`config.mk`:
```
export PLATFORM = sky130hd
export DESIGN_NAME = icache_refill_ctrl
export DESIGN_NICKNAME = d
export VERILOG_FILES = /design/src/rtl/icache_pkg.sv /design/src/rtl/icache_line_asm.sv /design/src/rtl/icache_refill_ctrl.sv
export SDC_FILE = /design/constraint.sdc
export NUM_CORES = 1
export LEC_CHECK = 0
export ABC_AREA = 0
export BUFFER_PORTS_ARGS = -buffer_cell sky130_fd_sc_hd__buf_2
export CELL_PAD_IN_SITES_DETAIL_PLACEMENT = 1
export CELL_PAD_IN_SITES_GLOBAL_PLACEMENT = 1
export CORE_MARGIN = 3
export CORE_UTILIZATION = 35
export CTS_BUF_LIST = sky130_fd_sc_hd__clkbuf_4
export CTS_CLUSTER_DIAMETER = 200
export DETAILED_ROUTE_END_ITERATION = 10
export PLACE_DENSITY = 0.7
export SLEW_MARGIN = 20
export SYNTH_ARGS = -nofsm -noshare
export SYNTH_HDL_FRONTEND = slang
export SYNTH_SLANG_ARGS = --single-unit
```
`constraint.sdc`:
```
create_clock -name clk_i -period 2.92 [get_ports clk_i]
set_clock_uncertainty 0.1 [all_clocks]
set_input_delay 0.584 -clock clk_i [delete_from_list [all_inputs] [get_ports clk_i]]
set_output_delay 0.584 -clock clk_i [all_outputs]
set_load 0.01 [all_outputs]
```
`src/rtl/icache_pkg.sv`:
```
// Shared types and geometry for the instruction-cache refill sequencer.
package icache_pkg;

  localparam int IC_ADDR_W     = 16;
  localparam int IC_WORD_W     = 16;
  localparam int IC_LINE_WORDS = 4;
  localparam int LINE_W        = IC_WORD_W * IC_LINE_WORDS;
  localparam int OFFSET_W      = 3;
  localparam int INDEX_W       = 3;
  localparam int TAG_W         = 10;

  typedef enum logic [1:0] {
    RUN    = 2'd0,
    REFILL = 2'd1,
    FILL   = 2'd2,
    REPLAY = 2'd3
  } state_e;

  function automatic logic [IC_ADDR_W-1:0] line_base(input logic [IC_ADDR_W-1:0] addr);
    return {addr[IC_ADDR_W-1:OFFSET_W], {OFFSET_W{1'b0}}};
  endfunction

endpackage

```
`src/rtl/icache_line_asm.sv`:
```
// Beat counter and line assembly register for one cache-line refill.
module icache_line_asm
  import icache_pkg::*;
#(
  parameter int WORD_W     = IC_WORD_W,
  parameter int LINE_WORDS = IC_LINE_WORDS,
  localparam int BW        = $clog2(LINE_WORDS),
  localparam int LW        = WORD_W * LINE_WORDS
) (
  input  logic              clk_i,
  input  logic              rst_i,
  input  logic              clr_i,
  input  logic              beat_we_i,
  input  logic [WORD_W-1:0] rdata_i,
  output logic [BW-1:0]     beat_o,
  output logic              last_o,
  output logic [LW-1:0]     line_o
);

  logic [BW-1:0] beat_q;
  logic [LW-1:0] line_q;

  // Beat k lands in bits [WORD_W*k +: WORD_W]; the counter wraps after the last beat
  always_ff @(posedge clk_i) begin
    if (rst_i) begin
      beat_q <= '0;
      line_q <= '0;
    end else if (clr_i) begin
      beat_q <= '0;
      line_q <= '0;
    end else if (beat_we_i) begin
      line_q[beat_q*WORD_W +: WORD_W] <= rdata_i;
      beat_q                          <= beat_q + BW'(1);
    end
  end

  assign beat_o = beat_q;
  assign last_o = (beat_q == BW'(LINE_WORDS - 1));
  assign line_o = line_q;

endmodule

```
`src/rtl/icache_refill_ctrl.sv`:
```
// Miss/refill sequencer for the direct-mapped instruction cache.
// Optional hit/miss counters are built only when ICACHE_PERF_CNT_EN is defined.
module icache_refill_ctrl
  import icache_pkg::*;
#(
  parameter int ADDR_W     = IC_ADDR_W,
  parameter int WORD_W     = IC_WORD_W,
  parameter int LINE_WORDS = IC_LINE_WORDS,
  localparam int LW        = WORD_W * LINE_WORDS,
  localparam int BW        = $clog2(LINE_WORDS)
) (
  input  logic              clk_i,
  input  logic              rst_i,
  input  logic [ADDR_W-1:0] fetch_addr_i,
  input  logic              fetch_en_i,
  input  logic              hit_i,
  output logic              stall_o,
  output logic              mem_req_o,
  output logic [ADDR_W-1:0] mem_addr_o,
  input  logic              mem_ack_i,
  input  logic [WORD_W-1:0] mem_rdata_i,
  output logic              fill_valid_o,
  output logic [ADDR_W-1:0] fill_addr_o,
  output logic [LW-1:0]     fill_data_o,
  output logic [15:0]       hit_count_o,
  output logic [15:0]       miss_count_o
);

  state_e            state_q;
  logic              pend_q;
  logic [ADDR_W-1:0] pend_addr_q;
  logic [ADDR_W-1:0] line_base_q;
  logic              mem_req_q;
  logic [ADDR_W-1:0] mem_addr_q;
  logic              fill_valid_q;
  logic [ADDR_W-1:0] fill_addr_q;
  logic [LW-1:0]     fill_data_q;

  logic              is_run;
  logic              miss;
  logic              stall;
  logic              beat_we;
  logic [BW-1:0]     asm_beat;
  logic              asm_last;
  logic [LW-1:0]     asm_line;
  logic [LW-1:0]     fill_line_d;

  // Miss detect and stall are combinational so the fetch stage freezes in the miss cycle
  always_comb begin
    is_run      = (state_q == RUN);
    miss        = is_run & pend_q & ~hit_i;
    stall       = ~is_run | miss;
    beat_we     = (state_q == REFILL) & mem_ack_i;
    fill_line_d = asm_line;
    fill_line_d[(LINE_WORDS-1)*WORD_W +: WORD_W] = mem_rdata_i;
  end

  icache_line_asm #(
    .WORD_W     (WORD_W),
    .LINE_WORDS (LINE_WORDS)
  ) u_line_asm (
    .clk_i     (clk_i),
    .rst_i     (rst_i),
    .clr_i     (miss),
    .beat_we_i (beat_we),
    .rdata_i   (mem_rdata_i),
    .beat_o    (asm_beat),
    .last_o    (asm_last),
    .line_o    (asm_line)
  );

  // Sequencer FSM with registered memory and fill outputs
  always_ff @(posedge clk_i) begin
    if (rst_i) begin
      state_q      <= RUN;
      pend_q       <= 1'b0;
      pend_addr_q  <= '0;
      line_base_q  <= '0;
      mem_req_q    <= 1'b0;
      mem_addr_q   <= '0;
      fill_valid_q <= 1'b0;
      fill_addr_q  <= '0;
      fill_data_q  <= '0;
    end else begin
      case (state_q)
        RUN: begin
          if (!stall) begin
            pend_q      <= fetch_en_i;
            pend_addr_q <= fetch_addr_i;
          end
          if (miss) begin
            state_q     <= REFILL;
            line_base_q <= line_base(pend_addr_q);
            mem_req_q   <= 1'b1;
            mem_addr_q  <= line_base(pend_addr_q);
          end
        end
        REFILL: begin
          if (mem_ack_i) begin
            if (asm_last) begin
              state_q      <= FILL;
              mem_req_q    <= 1'b0;
              fill_valid_q <= 1'b1;
              fill_addr_q  <= line_base_q;
              // The last beat is still on mem_rdata; merge it so the fill is complete this edge
              fill_data_q  <= fill_line_d;
            end else begin
              mem_addr_q <= line_base_q + ADDR_W'((32'(asm_beat) + 32'd1) * (WORD_W / 8));
            end
          end
        end
        FILL: begin
          fill_valid_q <= 1'b0;
          state_q      <= REPLAY;
        end
        REPLAY: begin
          state_q <= RUN;
        end
        default: begin
          state_q <= RUN;
        end
      endcase
    end
  end

  assign stall_o      = stall;
  assign mem_req_o    = mem_req_q;
  assign mem_addr_o   = mem_addr_q;
  assign fill_valid_o = fill_valid_q;
  assign fill_addr_o  = fill_addr_q;
  assign fill_data_o  = fill_data_q;

`ifdef ICACHE_PERF_CNT_EN
  logic [15:0] hit_cnt_q;
  logic [15:0] miss_cnt_q;

  // Saturating counters; the post-replay re-check counts as an ordinary hit
  always_ff @(posedge clk_i) begin
    if (rst_i) begin
      hit_cnt_q  <= 16'h0000;
      miss_cnt_q <= 16'h0000;
    end else begin
      if (is_run && pend_q && hit_i && (hit_cnt_q != 16'hFFFF)) begin
        hit_cnt_q <= hit_cnt_q + 16'd1;
      end
      if (miss && (miss_cnt_q != 16'hFFFF)) begin
        miss_cnt_q <= miss_cnt_q + 16'd1;
      end
    end
  end

  assign hit_count_o  = hit_cnt_q;
  assign miss_count_o = miss_cnt_q;
`else
  assign hit_count_o  = 16'h0000;
  assign miss_count_o = 16'h0000;
`endif

endmodule

```
=== After elaboration in Yosys (flattened, before gate mapping) ===
Cells that the tools add are included.

* Flip-flop bits (word level): 193
* Output and inout port bits: 131

* Equality and inequality tests: 8
* $add $sub $neg: 4
* Shifts and indexed selects: 2
* Reductions and logical operators: 11
* Bitwise operators: 7
* Mux-type cells: 16

{| class="wikitable"
|+ Operator list
! kind !! count
|-
| 64-bit bitwise mux || 1
|-
| 16-bit by 34-bit variable shift with 64-bit output (first input constant) || 1
|-
| 16-bit by 34-bit variable part select with 64-bit output || 1
|-
| 16-bit two-way mux || 3
|-
| 6-bit negation with 34-bit output || 1
|-
| 16-bit case mux with 2 select lines || 1
|-
| 16-bit by 4-bit adder with 16-bit output || 1
|-
| 3-bit AND reduction || 3
|-
| 2-bit case mux with 4 select lines || 1
|-
| 4-bit AND reduction || 2
|-
| 2-bit == test (second input constant) || 3
|-
| 2-bit two-way mux || 3
|-
| 2-bit inequality test (second input constant) || 3
|-
| 1-bit two-way mux || 5
|-
| 1-bit case mux with 2 select lines || 2
|-
| 2-bit AND reduction || 2
|-
| 2-bit nonzero test || 2
|-
| 2-bit by 1-bit adder with 3-bit output (second input constant) || 1
|-
| 1-bit bitwise AND || 3
|-
| 1-bit inverter || 3
|-
| 2-bit by 1-bit adder with 2-bit output (second input constant) || 1
|-
| 2-bit by 1-bit == test with 1-bit output (second input constant) || 1
|-
| 2-bit zero test || 1
|-
| 2-bit by 1-bit inequality test with 1-bit output (second input constant) || 1
|-
| other kinds (2) || 2
|}

=== Logic depth before layout (Yosys ltp) ===
Gate-level depths: netlist (run 1).

* Depth in word-level cells: 6
* Mapped depth: 9
* Gate-level depth less buffers: 7

=== By module ===
From an unflattened synthesis (run 1), not the netlist that was laid out.

* Cells, all modules: 904
* Area, all modules: 7654.8 um2

{| class="wikitable"
|+ By module, submodules not included
! module !! area an instance (um2) !! cells an instance !! sequential area each (um2) !! times used
|-
| icache_refill_ctrl || 5122.4 || 642 || 2462.4 || 1
|-
| icache_line_asm || 2532.4 || 262 || 1321.3 || 1
|}

=== Worst setup path after synthesis (run 1) ===
Ideal clock, no wire load.

* Path type: reg-to-reg
* Start point: register u_line_asm.beat_q[0], in the netlist u_line_asm.beat_o[0]
* End point: register mem_addr_q[9], in the netlist mem_addr_o[9]
* Data arrival time: 1935 ps
* Required time: 2762 ps
* Path slack: 826 ps
* Path buffers: 0
* Cell stages (with the launch flop): 8
* Path through: dfxtp_1 ha_1 and2_1 ha_1 nand3_2 or3_1 a311o_1 nand2_1

* Longest elaborated chain between the ends: 5
* Elaborated cells between the ends (all ways): 8

{| class="wikitable"
|+ Ends and longest elaborated chain
! element !! RTL line !! RTL
|-
| start, declared || icache_line_asm.sv:20 || <nowiki>logic [BW-1:0] beat_q;</nowiki>
|-
| start signal, assigned || icache_line_asm.sv:33 || <nowiki>beat_q <= beat_q + BW'(1);</nowiki>
|-
| 2-bit by 1-bit adder with 3-bit output || icache_refill_ctrl.sv:108 || <nowiki>mem_addr_q <= line_base_q + ADDR_W'((32'(asm_beat) + 32'd1) * (WORD_W / 8));</nowiki>
|-
| 16-bit by 4-bit adder with 16-bit output || icache_refill_ctrl.sv:108 ||
|-
| 16-bit two-way mux || icache_refill_ctrl.sv:100 || <nowiki>if (asm_last) begin</nowiki>
|-
| 16-bit two-way mux || icache_refill_ctrl.sv:99 || <nowiki>if (mem_ack_i) begin</nowiki>
|-
| 16-bit case mux with 2 select lines || icache_refill_ctrl.sv:85 || <nowiki>case (state_q)</nowiki>
|-
| end signal, assigned || icache_refill_ctrl.sv:95 || <nowiki>mem_addr_q <= line_base(pend_addr_q);</nowiki>
|-
| end signal, assigned || icache_refill_ctrl.sv:108 ||
|-
| end, declared || icache_refill_ctrl.sv:34 || <nowiki>logic [ADDR_W-1:0] mem_addr_q;</nowiki>
|}

Parallel ways exist; a longest one is shown, timed or not. The select of a mux whose other input is x is not followed.
A chain may end at the register's enable or synchronous reset.

=== Worst setup path in the final report (run 1) ===
* Start point: register state_q[1]
* End point: output port stall_o

* Longest elaborated chain between the ends: 4
* Elaborated cells between the ends (all ways): 5

{| class="wikitable"
|+ Ends and longest elaborated chain
! element !! RTL line !! RTL
|-
| start, declared || icache_refill_ctrl.sv:29 || <nowiki>state_e state_q;</nowiki>
|-
| start signal, assigned || icache_refill_ctrl.sv:75 || <nowiki>state_q <= RUN;</nowiki>
|-
| start signal, assigned || icache_refill_ctrl.sv:92 || <nowiki>state_q <= REFILL;</nowiki>
|-
| start signal, assigned || icache_refill_ctrl.sv:101 || <nowiki>state_q <= FILL;</nowiki>
|-
| 2-bit zero test * || icache_refill_ctrl.sv:50 || <nowiki>is_run = (state_q == RUN);</nowiki>
|-
| 1-bit bitwise AND (2 in series) || icache_refill_ctrl.sv:51 || <nowiki>miss = is_run & pend_q & ~hit_i;</nowiki>
|-
| 1-bit OR * || icache_refill_ctrl.sv:52 || <nowiki>stall = ~is_run | miss;</nowiki>
|-
| end, declared || icache_refill_ctrl.sv:17 || <nowiki>output logic stall_o,</nowiki>
|}

Mark *: on every way between the ends. The rest lies on a longest branch, timed or not.

==> results of run 1 <==
## worst register-to-register path, stage by stage (launching register included)
cell	delay, ns
sky130_fd_sc_hd__dfxtp_1	0.59
sky130_fd_sc_hd__inv_2	0.14
sky130_fd_sc_hd__ha_1	0.41
sky130_fd_sc_hd__inv_1	0.13
sky130_fd_sc_hd__nor4_4	0.50
sky130_fd_sc_hd__buf_4	0.31
sky130_fd_sc_hd__a22oi_2	0.08
sky130_fd_sc_hd__nor2_2	0.07
## final cells by class
cell class	count	share of cell area
diodes	1	0.000312
clock buffers	19	0.0178
clock inverters	13	0.0134
inverters	12	0.00562
multi-input cells	579	0.386
flip-flops and latches	173	0.432
well taps	265	0.0413
repair buffers	145	0.104
## through the flow
step,instances,hold WS (ns)
after detailed placement,1174,0.343
after global routing,1207,0.102
after CTS,1206,0.0799
after floorplan,852,0.332
final,1207,0.135
after global placement,1174,0.339
## state kept, by name, indices dropped and copies added, names as in the netlist
register and cells:
line_base_q 13, mem_addr_o 15, fill_valid_o 1, fill_addr_o 13, fill_data_o 64, mem_req_o 1
u_line_asm.beat_o 2, pend_addr_q 13, u_line_asm.line_o 48, pend_q 1, state_q 2
## logic make-up (layout without fill, tap and decap cells)
family                     Yosys count  after routing  share of synthesized area
xor gates and xnor gates             5              5                    0.00624
AOI/OAI and AO/OA                  192            192                      0.179
adders and majority gates           11             11                     0.0196
and+or+nand+nor                    332            332                      0.212
muxes                                3              3                    0.00428
DFF                                173            173                      0.493
buffers and inverters              100            189                     0.0854
other                                1             37                   0.000534
## layer usage
metal,vias to the layer above,share of wire,global-route usage,wire length (um)
li1,2892,-,-,-
met1,2837,0.46,0.225,8940
met2,124,0.47,0.291,9130
met3,20,0.050,0.0429,961
met4,0,0.016,0.0555,306
met5,-,0,0,0
## worst max-delay path by stage
stage	startpoint	to	slack, ns	depth (start not counted)
5_1_grt	state_q[0]	stall_o	0.06	6
3_5_place_dp	u_line_asm.beat_o[0]	u_line_asm.line_o[38]	0.52	7
3_3_place_gp	u_line_asm.beat_o[0]	u_line_asm.line_o[38]	0.52	7
4_1_cts	state_q[1]	stall_o	0.20	6
2_1_floorplan	u_line_asm.beat_o[0]	mem_addr_o[9]	0.83	7
6_report	state_q[1]	stall_o	0.25	6
## synth_stat cells (all sizes together), types with 2 or more instances
cell / n
o21ai: 9
a311o: 3
and2b: 2
a22oi: 50
nand4: 2
nor2: 62
nor4: 6
o31ai: 2
and3: 3
mux2i: 3
nor3: 5
clkbuf: 23
and2: 3
o31a: 2
nand2: 225
nand3: 14
nand2b: 2
a211oi: 2
a21oi: 110
a211o: 2
dfxtp: 173
a32oi: 2
or3: 4
inv: 12
ha: 11
buf: 65
xnor2: 4
o22ai: 2
## where the power goes
group | internal [mW] | total [mW] | switching (mW)
logic | 0.394 | 1.11 | 0.715
clock network | 0.378 | 1.27 | 0.890
registers | 2.51 | 2.63 | 0.125
==> results list, run 1 <==
- The largest single stage delay on the critical path is 0.37 ns.
* Final core utilization: 0.409
- The floorplan step defined a die boundary enclosing 0.0218 mm2.
- Root buffer cell: sky130_fd_sc_hd__clkbuf_4
* RSZ-0062 raised after global routing: false
* Hold path cells: 3
- The design draws 5.01 mW.
- Post-synthesis cell area: 0.00702 mm2
- Clock latency on the worst-skew pair, taken at its later pin, is 0.56 ns.
- In the finished design, the share of the clock period the worst path needs comes to 0.914.
- For this run, the register share of the synthesized area comes to 0.493.
- Post-route antenna net violation count: 0
* Final worst setup slack: 0.252 ns
* Number of failing setup endpoints in the final timing report: 0
* Synth top area share: 0.493
- The netlist uses 58 different library cells.
* Actual slew at the worst max-slew pin: 0.603 ns
- In the global route stage, overall resource usage came out at 0.175.
- Run status: finished, final reports clean
* Crit path kind: flop to primary output
- Counting flops with a built-in enable in the synthesized netlist gives 0.
- First-pass GRT wire length: 30.4 mm
* Synth Area per Inst: 8.59 um2
- Highest net fanout along the worst path: 8
* Leading cell type in the layout, fill and taps excluded: sky130_fd_sc_hd__nand2_1
* Via count of the first global-routing pass: 5,579
- In this run the most critical hold path is launched from fetch_addr_i[7].
- Family with the most delay on the worst path: buffers and inverters
- Number of placed I/O pins: 168
* Cell Chain, Critical Path: inv_1 > ha_1 > inv_1 > nor2_1 > inv_1 > buf_2
- Buffers inserted during clock tree synthesis total 17.
- Fraction of final layout cells sized beyond drive strength 1: 0.235
- The initial utilization of the core area, before any placement, comes to 0.358.
* Cell mode on critical path: sky130_fd_sc_hd__inv_1
- The count of pins over their slew limit came to 0.
- In the layout the commonest cells are sky130_fd_sc_hd__nand2_1 (223), sky130_fd_sc_hd__dfxtp_1 (173), sky130_fd_sc_hd__buf_2 (127), sky130_fd_sc_hd__a21oi_1 (110), sky130_fd_sc_hd__nor2_1 (52).
- Final #Nets: 976
- sky130_fd_sc_hd__dfxtp_1 takes more of the synthesized area than any other cell.
- The region available for standard cell placement spans 0.0196 mm2.
- R2R setup slack: 0.53 ns
- Port buffering added 128 buffers.
- FF-to-FF path depth: 7
- Critical path required time: 2.24 ns
* # Post-CTS Setup Buffers: 0
* Buffers and inverters on the worst path: 4
- Power density over cell area: 624 mW/mm2
* Leakage Power: 3.17 nW
* Setup total negative slack: 0 ns
- The routed design has 19.3 mm of wire.
* Worst-path cell with the longest stage delay: sky130_fd_sc_hd__ha_1
- Max rail drop VDD: 0.277 mV
- During synthesis, Yosys emitted a total of 0 warnings.
- Footprint of the flip-flops and latches: 0.00346 mm2
* Worst max-slew margin expressed relative to the limit: 0.598
* Std cell rows: 51
- Dividing the detail-routed wire length by the instance count gives 16.0 um.
- After clock tree synthesis, the clock-pin slew on the worst setup and hold paths is 0.15 ns.
* Post-layout instance area: 0.00802 mm2
- Capture point of the worst reg-to-reg path: u_line_asm.line_o[40]
- At the end of routability-driven placement, the weighted congestion stood at 0.792.
- Largest net degree at the start of global routing: 117
* Share of flip-flops with an asynchronous set or reset after synthesis: 0
* Area occupied by multi-input gates: 0.00309 mm2
* Worst setup EP type: primary output
- Startpoint kind of the worst setup timing path: flop
- Count of filler cells inserted in the layout: 2,425
- Across the run, the number of max-cap violations was 0.
- R2r startpoint: u_line_asm.beat_o[0]
* CTS H-tree depth: 4
- Counting flops and latches in the post-synthesis netlist gives 173.
- The area growth from synthesis to layout is 14.2%.
- Sink of the worst hold path: pend_addr_q[7]
* Path type of the worst min-delay path: primary input to flop
- Ranking of synthesized cells by area: sky130_fd_sc_hd__dfxtp_1 (49%), sky130_fd_sc_hd__nand2_1 (12%), sky130_fd_sc_hd__a21oi_1 (7.8%)
* DR iter-0 viols: 231
- WP data arrival: 1.98 ns
- Number of sinks driven by the clock tree: 173
- DRC Markers: 0
* Worst slack, placed: 0.521 ns
- Antenna violations before repair: 1
- CTS hold repair buffers: 0
* Resized cells post-CTS: 0
- The pre-antenna-repair detailed-routing pass consisted of 6 iterations.
* Chip width: 148 um
- Based on the critical path, the design can be clocked at up to 375 MHz.
- TritonCTS built the clock tree.
- The longest clock path from root to sink contains 2 buffers.
* Post-Place Cell Area: 0.00777 mm2
* Height of the die: 148 um
- Summed over all layers, the global routing overflow is 0.
- For this run, the leading register cell type out of synthesis is sky130_fd_sc_hd__dfxtp_1.
* Number of vias per cell after detailed routing: 4.87
- Across all layers, the routed design uses 5,873 vias.
* Clock period minus final worst setup slack: 2.67 ns
- Summed over all nets, the half-perimeter wirelength after detailed placement is 13.4 mm.
- Mapped Cells: 817
* Final hold viol count: 0
(Power assumes the default switching activity.)
==> inputs of run 2 (changes only) <==
--- a/config.mk
+++ b/config.mk
@@ -5,8 +5,8 @@
 export SDC_FILE = /design/constraint.sdc
 export NUM_CORES = 1
 export LEC_CHECK = 0
-export ABC_AREA = 0
-export BUFFER_PORTS_ARGS = -buffer_cell sky130_fd_sc_hd__buf_2
+export ABC_AREA = 1
+export BUFFER_PORTS_ARGS = -buffer_cell sky130_fd_sc_hd__clkbuf_2
 export CELL_PAD_IN_SITES_DETAIL_PLACEMENT = 1
 export CELL_PAD_IN_SITES_GLOBAL_PLACEMENT = 1
 export CORE_MARGIN = 3
@@ -14,7 +14,7 @@
 export CTS_BUF_LIST = sky130_fd_sc_hd__clkbuf_4
 export CTS_CLUSTER_DIAMETER = 200
 export DETAILED_ROUTE_END_ITERATION = 10
-export PLACE_DENSITY = 0.7
+export PLACE_DENSITY = 0.71
 export SLEW_MARGIN = 20
 export SYNTH_ARGS = -nofsm -noshare
 export SYNTH_HDL_FRONTEND = slang
==> run 2 against run 1 <==
Routed wire length increased by 7.5%. Non-clock buffer count is 3 lower. Critical path type unchanged. Flip-flop and latch count is the same.
==> results list, run 2 <==
- Final std cells w/o fill: 1,314 (+8.9%)
* Maximum buffer depth of the clock tree: 2 (unchanged)
- Height of the die: 150 um (+1.3%)
- The total number of placement rows is 51 (unchanged).
- CTS clk-pin slew, worst paths: 0.14 ns (about the same)
- The average instance area after synthesis came to 7.67 um2 (-11%).
- The area of the mapped netlist is 0.00721 mm2 (+2.7%).
* TritonRoute pass-1 iters: 4 (-2)
- Routed via count: 6,394 (+8.9%)
* Largest net degree at the start of global routing: 69 (-41%)
- The post-synthesis async set-or-reset flop share is 0 (unchanged).
- Leading cell type by number of instances after synthesis: sky130_fd_sc_hd__nand2_1
- Number of failing setup endpoints in the final timing report: 0 (unchanged)
- The number of levels the H-tree was split into is 4 (unchanged).
* Number of synthesized register bits: 173 (unchanged)
- Startpoint kind of the worst setup timing path: flop
- Crit path kind: flop to primary output
- Highest-count cells in the layout ignoring fill and taps: sky130_fd_sc_hd__nand2_1 (180), sky130_fd_sc_hd__dfxtp_1 (173), sky130_fd_sc_hd__a21oi_1 (150), sky130_fd_sc_hd__clkbuf_2 (127), sky130_fd_sc_hd__nand3_1 (99)
- The flip-flop count of the largest register, all copies and words added is 64 (unchanged).
- The worst setup path is captured at a primary output.
- The number of hold violations in the final report came to 0 (unchanged).
* Synth top area share: 0.480 (-0.0129)
- Buffers and inverters on the worst path: 3 (-1)
- The arrival time of the worst setup path was 1.94 ns (-0.04 ns).
- Mapped Cells: 940 (+15%)
- Number of enable flip-flop cells after synthesis: 0 (unchanged)
* Final #Nets: 1,082 (+11%)
* Worst max-slew margin expressed relative to the limit: 0.442 (-0.156)
* Path type of the worst min-delay path: primary input to flop
- The number of buffers inserted by post-CTS setup repair was 0 (unchanged).
- Number of sinks driven by the clock tree: 173 (unchanged)
- The number of top-level pins was 168 (unchanged).
- The sum of overflow across all layers after global routing came to 0 (unchanged).
- The initial core utilization was 0.363 (+0.00491).
- Resized cells post-CTS: 0 (unchanged)
- Max cap viols: 0 (unchanged)
* Leading cell type in the layout, fill and taps excluded: sky130_fd_sc_hd__nand2_1
- Chip width: 150 um (+1.3%)
- The number of remaining DRC errors is 0 (unchanged).
- sky130_fd_sc_hd__dfxtp_1 takes more of the synthesized area than any other cell.
- First-pass GRT wire length: 32.8 mm (+8.0%)
- Number of vias per cell after detailed routing: 4.87 (about the same)
- Port Buffer Count: 128 (unchanged)
- Syn. warnings: 0 (unchanged)
* Clock period minus final worst setup slack: 2.62 ns (-0.0449 ns)
- Distinct cell type count after synthesis: 31 (-47%)
* Later-pin clock latency in the skew report: 0.56 ns (about the same)
* Die area: 0.0224 mm2 (+2.6%)
- The cell area power density came to 686 mW/mm2 (+9.8%).
- The residual antenna-violating net count after detailed routing is 0 (unchanged).
* Biggest cell delay along the critical path: 0.34 ns (-0.03 ns)
- Setup repair after global routing left no endpoint under its margin.
* Slew Limit Fails: 0 (unchanged)
- Worst-path cell with the longest stage delay: sky130_fd_sc_hd__dfxtp_1
* Period utilisation layout: 0.898 (-0.0154)
- Area added between synthesis and finish: 12.5%
- Max Clock Freq: 381 MHz (+1.7%)
* Worst slack, placed: 0.521 ns (-0.000475 ns)
* Main synth FF type: sky130_fd_sc_hd__dfxtp_1
- TritonCTS built the clock tree.
- Count of filler cells inserted in the layout: 2,542 (+4.8%)
- Standard cell core area: 0.0198 mm2 (+1.3%)
* Placed cell count: 1,280 (+9.0%)
- Leakage Power: 3.18 nW (about the same)
- The global router's overall resource usage came to 0.185 (+0.00968).
- Root buffer cell: sky130_fd_sc_hd__clkbuf_4
- Family with the most delay on the worst path: buffers and inverters
* Commonest cells in the netlist: sky130_fd_sc_hd__nand2_1 (180), sky130_fd_sc_hd__dfxtp_1 (173), sky130_fd_sc_hd__a21oi_1 (150)
- Cell Chain, Critical Path: inv_1 > ha_1 > nand3_1 > nand2_1 > buf_4 > clkbuf_2
- The largest fanout on the critical path was 18 (+10).
- The share of the yosys chip area belonging to registers is 0.480 (-0.0129).
- The total detailed-routing wirelength was 20.8 mm (+7.5%).
* Setup total negative slack: 0 ns (unchanged)
* CTS hold repair buffers: 0 (unchanged)
* Max rail drop VDD: 0.318 mV (+15%)
- Run status: finished, final reports clean
* Placed wire-length estimate after detailed placement: 14.6 mm (+9.2%)
- The ratio of cells with drive above 1 in the final layout is 0.184 (-0.0505).
- The clock buffer count from CTS came to 17 (unchanged).
- The initial DRC count came to 348 (+51%).
- Actual slew at the worst max-slew pin: 0.835 ns (+0.233 ns)
* Final routed wire length divided by cell count: 15.8 um (-1.2%)
- Ranking of synthesized cells by area: sky130_fd_sc_hd__dfxtp_1 (48%), sky130_fd_sc_hd__a21oi_1 (10%), sky130_fd_sc_hd__nand2_1 (9.4%)
* Placer's final routability congestion estimate: 0.794 (+0.20%)
- Critical path required time: 2.24 ns (about the same)
- The least setup slack across all paths after layout came to 0.297 ns (+0.0449 ns).
- The number of global-route vias before repair came to 6,034 (+8.2%).
- Antenna violations before repair: 1 (unchanged)
-- run 2: cell types whose count changed after synthesis, moves of 8 or more --
| cell | before | now |
|---|---|---|
| sky130_fd_sc_hd__nand3_1 | 10 | 99 |
| sky130_fd_sc_hd__o21ai_0 | 9 | 55 |
| sky130_fd_sc_hd__nand2_1 | 224 | 180 |
| sky130_fd_sc_hd__a21oi_1 | 110 | 150 |
| sky130_fd_sc_hd__a22oi_1 | 40 | 0 |
| sky130_fd_sc_hd__or3_1 | 4 | 31 |
| sky130_fd_sc_hd__nor2_1 | 52 | 76 |
| sky130_fd_sc_hd__inv_1 | 11 | 28 |
| sky130_fd_sc_hd__buf_2 | 15 | 29 |
| sky130_fd_sc_hd__a22oi_2 | 10 | 0 |
| sky130_fd_sc_hd__nor2_2 | 10 | 2 |
-- run 2: per-stage QoR --
| step | power [mW] | hold WS [ns] | area [um2] | utilization |
|---|---|---|---|---|
| floorplan | 3.87 | 0.331 | 7340 | - |
| global placement | 4.24 | 0.349 | 7840 | 0.395 |
| detailed placement | 4.28 | 0.353 | 7840 | 0.395 |
| CTS | 5.64 | 0.0813 | 8110 | 0.408 |
| global route | 5.95 | 0.0922 | 8110 | 0.409 |
| finish | 5.56 | 0.135 | 8110 | 0.409 |
-- run 2: path summary, 6_finish.rpt --
path | to | start | slack, ns | cells past startpoint
worst max-delay path | stall_o | state_q[1] | 0.30 | 6
worst max register to register | u_line_asm.line_o[44] | state_q[1] | 0.49 | 7
worst min-delay path | pend_q | fetch_en_i | 0.13 | 3
worst min register to register | fill_data_o[6] | fill_data_o[6] | 0.37 | 2
-- run 2: cell type report --
| cell class | count | area, um2 | share of cell area |
|---|---|---|---|
| antenna | 2 | 5.00 | 0.000617 |
| clock buffer | 18 | 135 | 0.0167 |
| clock inverter | 14 | 134 | 0.0165 |
| inverter | 37 | 139 | 0.0171 |
| multi-input combinational | 663 | 3150 | 0.388 |
| sequential | 173 | 3460 | 0.427 |
| tap | 265 | 332 | 0.0409 |
| timing repair buffer | 142 | 758 | 0.0935 |
-- run 2: cells by family after synthesis --
group	after synthesis	share of synthesized area
and+or+nand+nor	401	0.245
AOI/OAI and AO/OA	212	0.150
DFF	173	0.480
buffers and inverters	139	0.102
adders and majority gates	11	0.0191
xor gates and xnor gates	3	0.00365
other	1	0.000520
-- run 2: where the power goes --
part	switching (mW)	internal, mW	total [mW]	leakage (nW)
Clock	0.901	0.450	1.35	0.143
Combinational	1.01	0.411	1.42	1.63
Sequential	0.186	2.61	2.79	1.40
Total	2.09	3.47	5.56	3.18
-- run 2: per-layer routing --
metal  track usage  share of wire  wire length, um  vias to the layer above
met5             0              0                0                        -
met4        0.0613          0.023              487                        0
met3        0.0460          0.048              997                       28
met2         0.295           0.47             9840                      133
met1         0.246           0.46             9470                     2999
li1              -              -                -                     3234
-- run 2: worst min-delay path, cell delays in order --
cell                       delay, ns
sky130_fd_sc_hd__clkbuf_2       0.07
sky130_fd_sc_hd__o21ai_0        0.07
sky130_fd_sc_hd__inv_1          0.05
==> inputs of run 3 (changes only) <==
--- a/config.mk
+++ b/config.mk
@@ -9,6 +9,7 @@
 export BUFFER_PORTS_ARGS = -buffer_cell sky130_fd_sc_hd__clkbuf_2
 export CELL_PAD_IN_SITES_DETAIL_PLACEMENT = 1
 export CELL_PAD_IN_SITES_GLOBAL_PLACEMENT = 1
+export CORE_ASPECT_RATIO = 2
 export CORE_MARGIN = 3
 export CORE_UTILIZATION = 35
 export CTS_BUF_LIST = sky130_fd_sc_hd__clkbuf_4
==> constraint.sdc (replaced) <==
create_clock -name clk_i -period 2.44 [get_ports clk_i]
set_clock_uncertainty 0.1 [all_clocks]
set_input_delay 0.488 -clock clk_i [delete_from_list [all_inputs] [get_ports clk_i]]
set_output_delay 0.488 -clock clk_i [all_outputs]
set_load 0.01 [all_outputs]
==> run 3 against run 2 <==
Power up 23%. Via count up 1.2%. Clock-buffer cell count down 1. Clock power up 27%. Design area up 1.1%. Global-route usage up 1.5 points. First-iteration DRC count down 45%. Die area up 0.47%. Hold slack worse by 0.059 ns. Worst setup slack worse by 0.12 ns. Combinational power up 24%. Register-to-register slack worse by 0.31 ns. Critical path type unchanged. Largest cell class unchanged.
==> results list, run 3 (synthesis gave the netlist of run 2 again) <==
- Run status: finished, final reports clean
- TritonRoute pass-1 iters: 4 (unchanged)
- The maximum number of pins on one net before global-route repair was 51 (-26%).
- Clock period minus final worst setup slack: 2.26 ns
* Wire length reported by the detailed router: 22.3 mm (+7.2%)
* Port Buffer Count: 128 (unchanged)
* Startpoint kind of the worst setup timing path: flop
- Flip-flop count of the largest register, all copies and words added: 64 (unchanged)
* DRC Markers: 0 (unchanged)
* Worst-path cell with the longest stage delay: sky130_fd_sc_hd__dfxtp_1
* Chip width: 107 um (-28%)
* Antenna violations before repair: 1 (unchanged)
- Routed via count: 6,471 (+1.2%)
* Clock tree from TritonCTS: done
- Highest net fanout along the worst path: 6 (-12)
- Number of placed I/O pins: 168 (unchanged)
- Highest-count cells in the layout ignoring fill and taps: sky130_fd_sc_hd__nand2_1 (178), sky130_fd_sc_hd__dfxtp_1 (173), sky130_fd_sc_hd__a21oi_1 (150), sky130_fd_sc_hd__clkbuf_2 (127), sky130_fd_sc_hd__nand3_1 (99)
- Post-layout instance area: 0.00820 mm2 (+1.1%)
- RSZ-0062 raised after global routing: true
* R2R setup slack: 0.18 ns (-0.31 ns)
- Number of vias per cell after detailed routing: 4.93 (+1.3%)
- Later-pin clock latency in the skew report: 0.54 ns (-0.02 ns)
* DR iter-0 viols: 192 (-45%)
- FF-to-FF path depth: 6 (-1)
- WP data arrival: 1.68 ns (-0.26 ns)
- Cell Chain, Critical Path: inv_1 > ha_4 > nand3_1 > nand2_4 > clkbuf_2
- The clock-pin slew on the worst setup and hold paths was 0.15 ns (about the same).
* Via count of the first global-routing pass: 6,509 (+7.9%)
- The total number of placement rows is 73 (+43%).
- Clock buffers created by TritonCTS: 17 (unchanged)
- Logic depth of the worst setup path including buffers: 5 (-1)
* Leakage Power: 3.21 nW (+1.1%)
* Root buffer cell: sky130_fd_sc_hd__clkbuf_4
- The worst setup path is captured at a primary output.
* Hold path cells: 3 (unchanged)
- The global-route wire length before repair came to 34.8 mm (+5.9%).
* R2r startpoint: u_line_asm.beat_o[0]
- The count of pins over their slew limit came to 0 (unchanged).
- The average routed wire per standard cell is 17.0 um (+7.3%).
- The setup path with the least slack is of type flop to primary output.
- Standard cell core area: 0.0201 mm2 (+1.3%)
* Actual slew at the worst max-slew pin: 0.632 ns (-0.203 ns)
- The final net count is 1,085 (+0.28%).
- Final hold viol count: 0 (unchanged)
* CTS H-tree depth: 4 (unchanged)
* Gr usage total: 0.200 (+0.0155)
* Max Clock Freq: 442 MHz
- The sum of net half-perimeters after detailed placement was 16.9 mm (+16%).
- Of the available clock period, the critical path in the final layout requires 0.928.
* Max rail drop VDD: 0.391 mV (+23%)
- The number of buffers on the longest clock path was 2 (unchanged).
- Number of sinks driven by the clock tree: 173 (unchanged)
- The endpoint identified for the worst register-to-register timing path is u_line_asm.line_o[41].
* Critical path required time: 1.85 ns (-0.39 ns)
* Post-Place Cell Area: 0.00788 mm2 (+0.56%)
* Grt ovf: 0 (unchanged)
- Following the worst setup path forward leads to its endpoint at stall_o.
- Height of the die: 209 um (+40%)
* Die area: 0.0225 mm2 (+0.47%)
- Setup total negative slack: 0 ns (unchanged)
- The worst relative slew slack is 0.578 (+0.136).
* Biggest cell delay along the critical path: 0.34 ns (about the same)
- The count of final setup violators was 0 (unchanged).
* Placer's final routability congestion estimate: 0.881 (+11%)
- The tightest hold margin came to 0.0761 ns (-0.0587 ns).
* Starting density of the core: 0.359 (-0.00450)
- The residual antenna-violating net count after detailed routing is 0 (unchanged).
- The number of buffer and inverter stages on the critical path was 2 (-1).
* Area added between synthesis and finish: 13.8%
* Leading cell type in the layout, fill and taps excluded: sky130_fd_sc_hd__nand2_1
- The cell area power density came to 831 mW/mm2 (+21%).
* Path type of the worst min-delay path: primary input to flop
- The ratio of cells with drive above 1 in the final layout was 0.186 (+0.00138).
* Family with the most delay on the worst path: flip-flops
* Max cap viols: 0 (unchanged)
- Source of the critical timing path: state_q[0]
* Total power draw: 6.82 mW (+23%)
run 3: repair_timing:
action                                  CTS  global route
endpoints found under the hold margin     0             0
buffers inserted                          0             0
hold buffers                              0             0
resized for setup                         1             4
endpoints found under the setup margin    1             5
run 3: report_power, final:
group | internal, mW | leakage, nW | switching [mW]
Combinational | 0.540 | 1.65 | 1.22
Clock | 0.709 | 0.156 | 1.01
Sequential | 3.12 | 1.40 | 0.220
Total | 4.37 | 3.21 | 2.45
run 3: metrics by stage:
step | utilization | setup slack (ns) | std cells
5_1_grt | 0.408 | -0.0284 | 1313
4_1_cts | 0.407 | 0.0224 | 1312
2_1_floorplan | - | 0.0942 | 975
3_5_place_dp | 0.392 | 0.214 | 1280
3_3_place_gp | 0.392 | 0.213 | 1280
6_report | 0.408 | 0.176 | 1313
run 3: layout make-up:
type                            instances  area, um2
Timing Repair Buffer                  145        806
Clock inverter                         15        170
Antenna cell                            1       2.50
Multi-Input combinational cell        663       3170
Fill cell                            2557      11900
Inverter                               37        139
Tap cell                              262        328
Clock buffer                           17        128
Sequential cell                       173       3460
run 3: worst register-to-register path, cell delays in order, from the launching register on:
cell	delay (ns)
sky130_fd_sc_hd__dfxtp_1	0.55
sky130_fd_sc_hd__inv_1	0.19
sky130_fd_sc_hd__ha_1	0.24
sky130_fd_sc_hd__clkinv_1	0.30
sky130_fd_sc_hd__nand2_1	0.26
sky130_fd_sc_hd__or3_1	0.44
sky130_fd_sc_hd__a21oi_1	0.13
run 3: how the worst min path moves through the flow:
| stage | startpoint | to | slack, ns |
|---|---|---|---|
| floorplan | u_line_asm.line_o[47] | u_line_asm.line_o[47] | 0.33 |
| CTS | fetch_addr_i[9] | pend_addr_q[9] | 0.02 |
| global placement | fill_data_o[26] | fill_data_o[26] | 0.35 |
| finish | fetch_addr_i[8] | pend_addr_q[8] | 0.08 |
| detailed placement | u_line_asm.line_o[47] | u_line_asm.line_o[47] | 0.35 |
| global route | fetch_addr_i[9] | pend_addr_q[9] | 0.02 |
run 3: per-layer routing:
metal / GRT usage / up-vias / part of all wire
met4: 0.0741 / 0 / 0.026
met1: 0.194 / 3053 / 0.35
li1: - / 3238 / -
met3: 0.0275 / 34 / 0.029
met5: 0 / - / 0
met2: 0.409 / 146 / 0.60
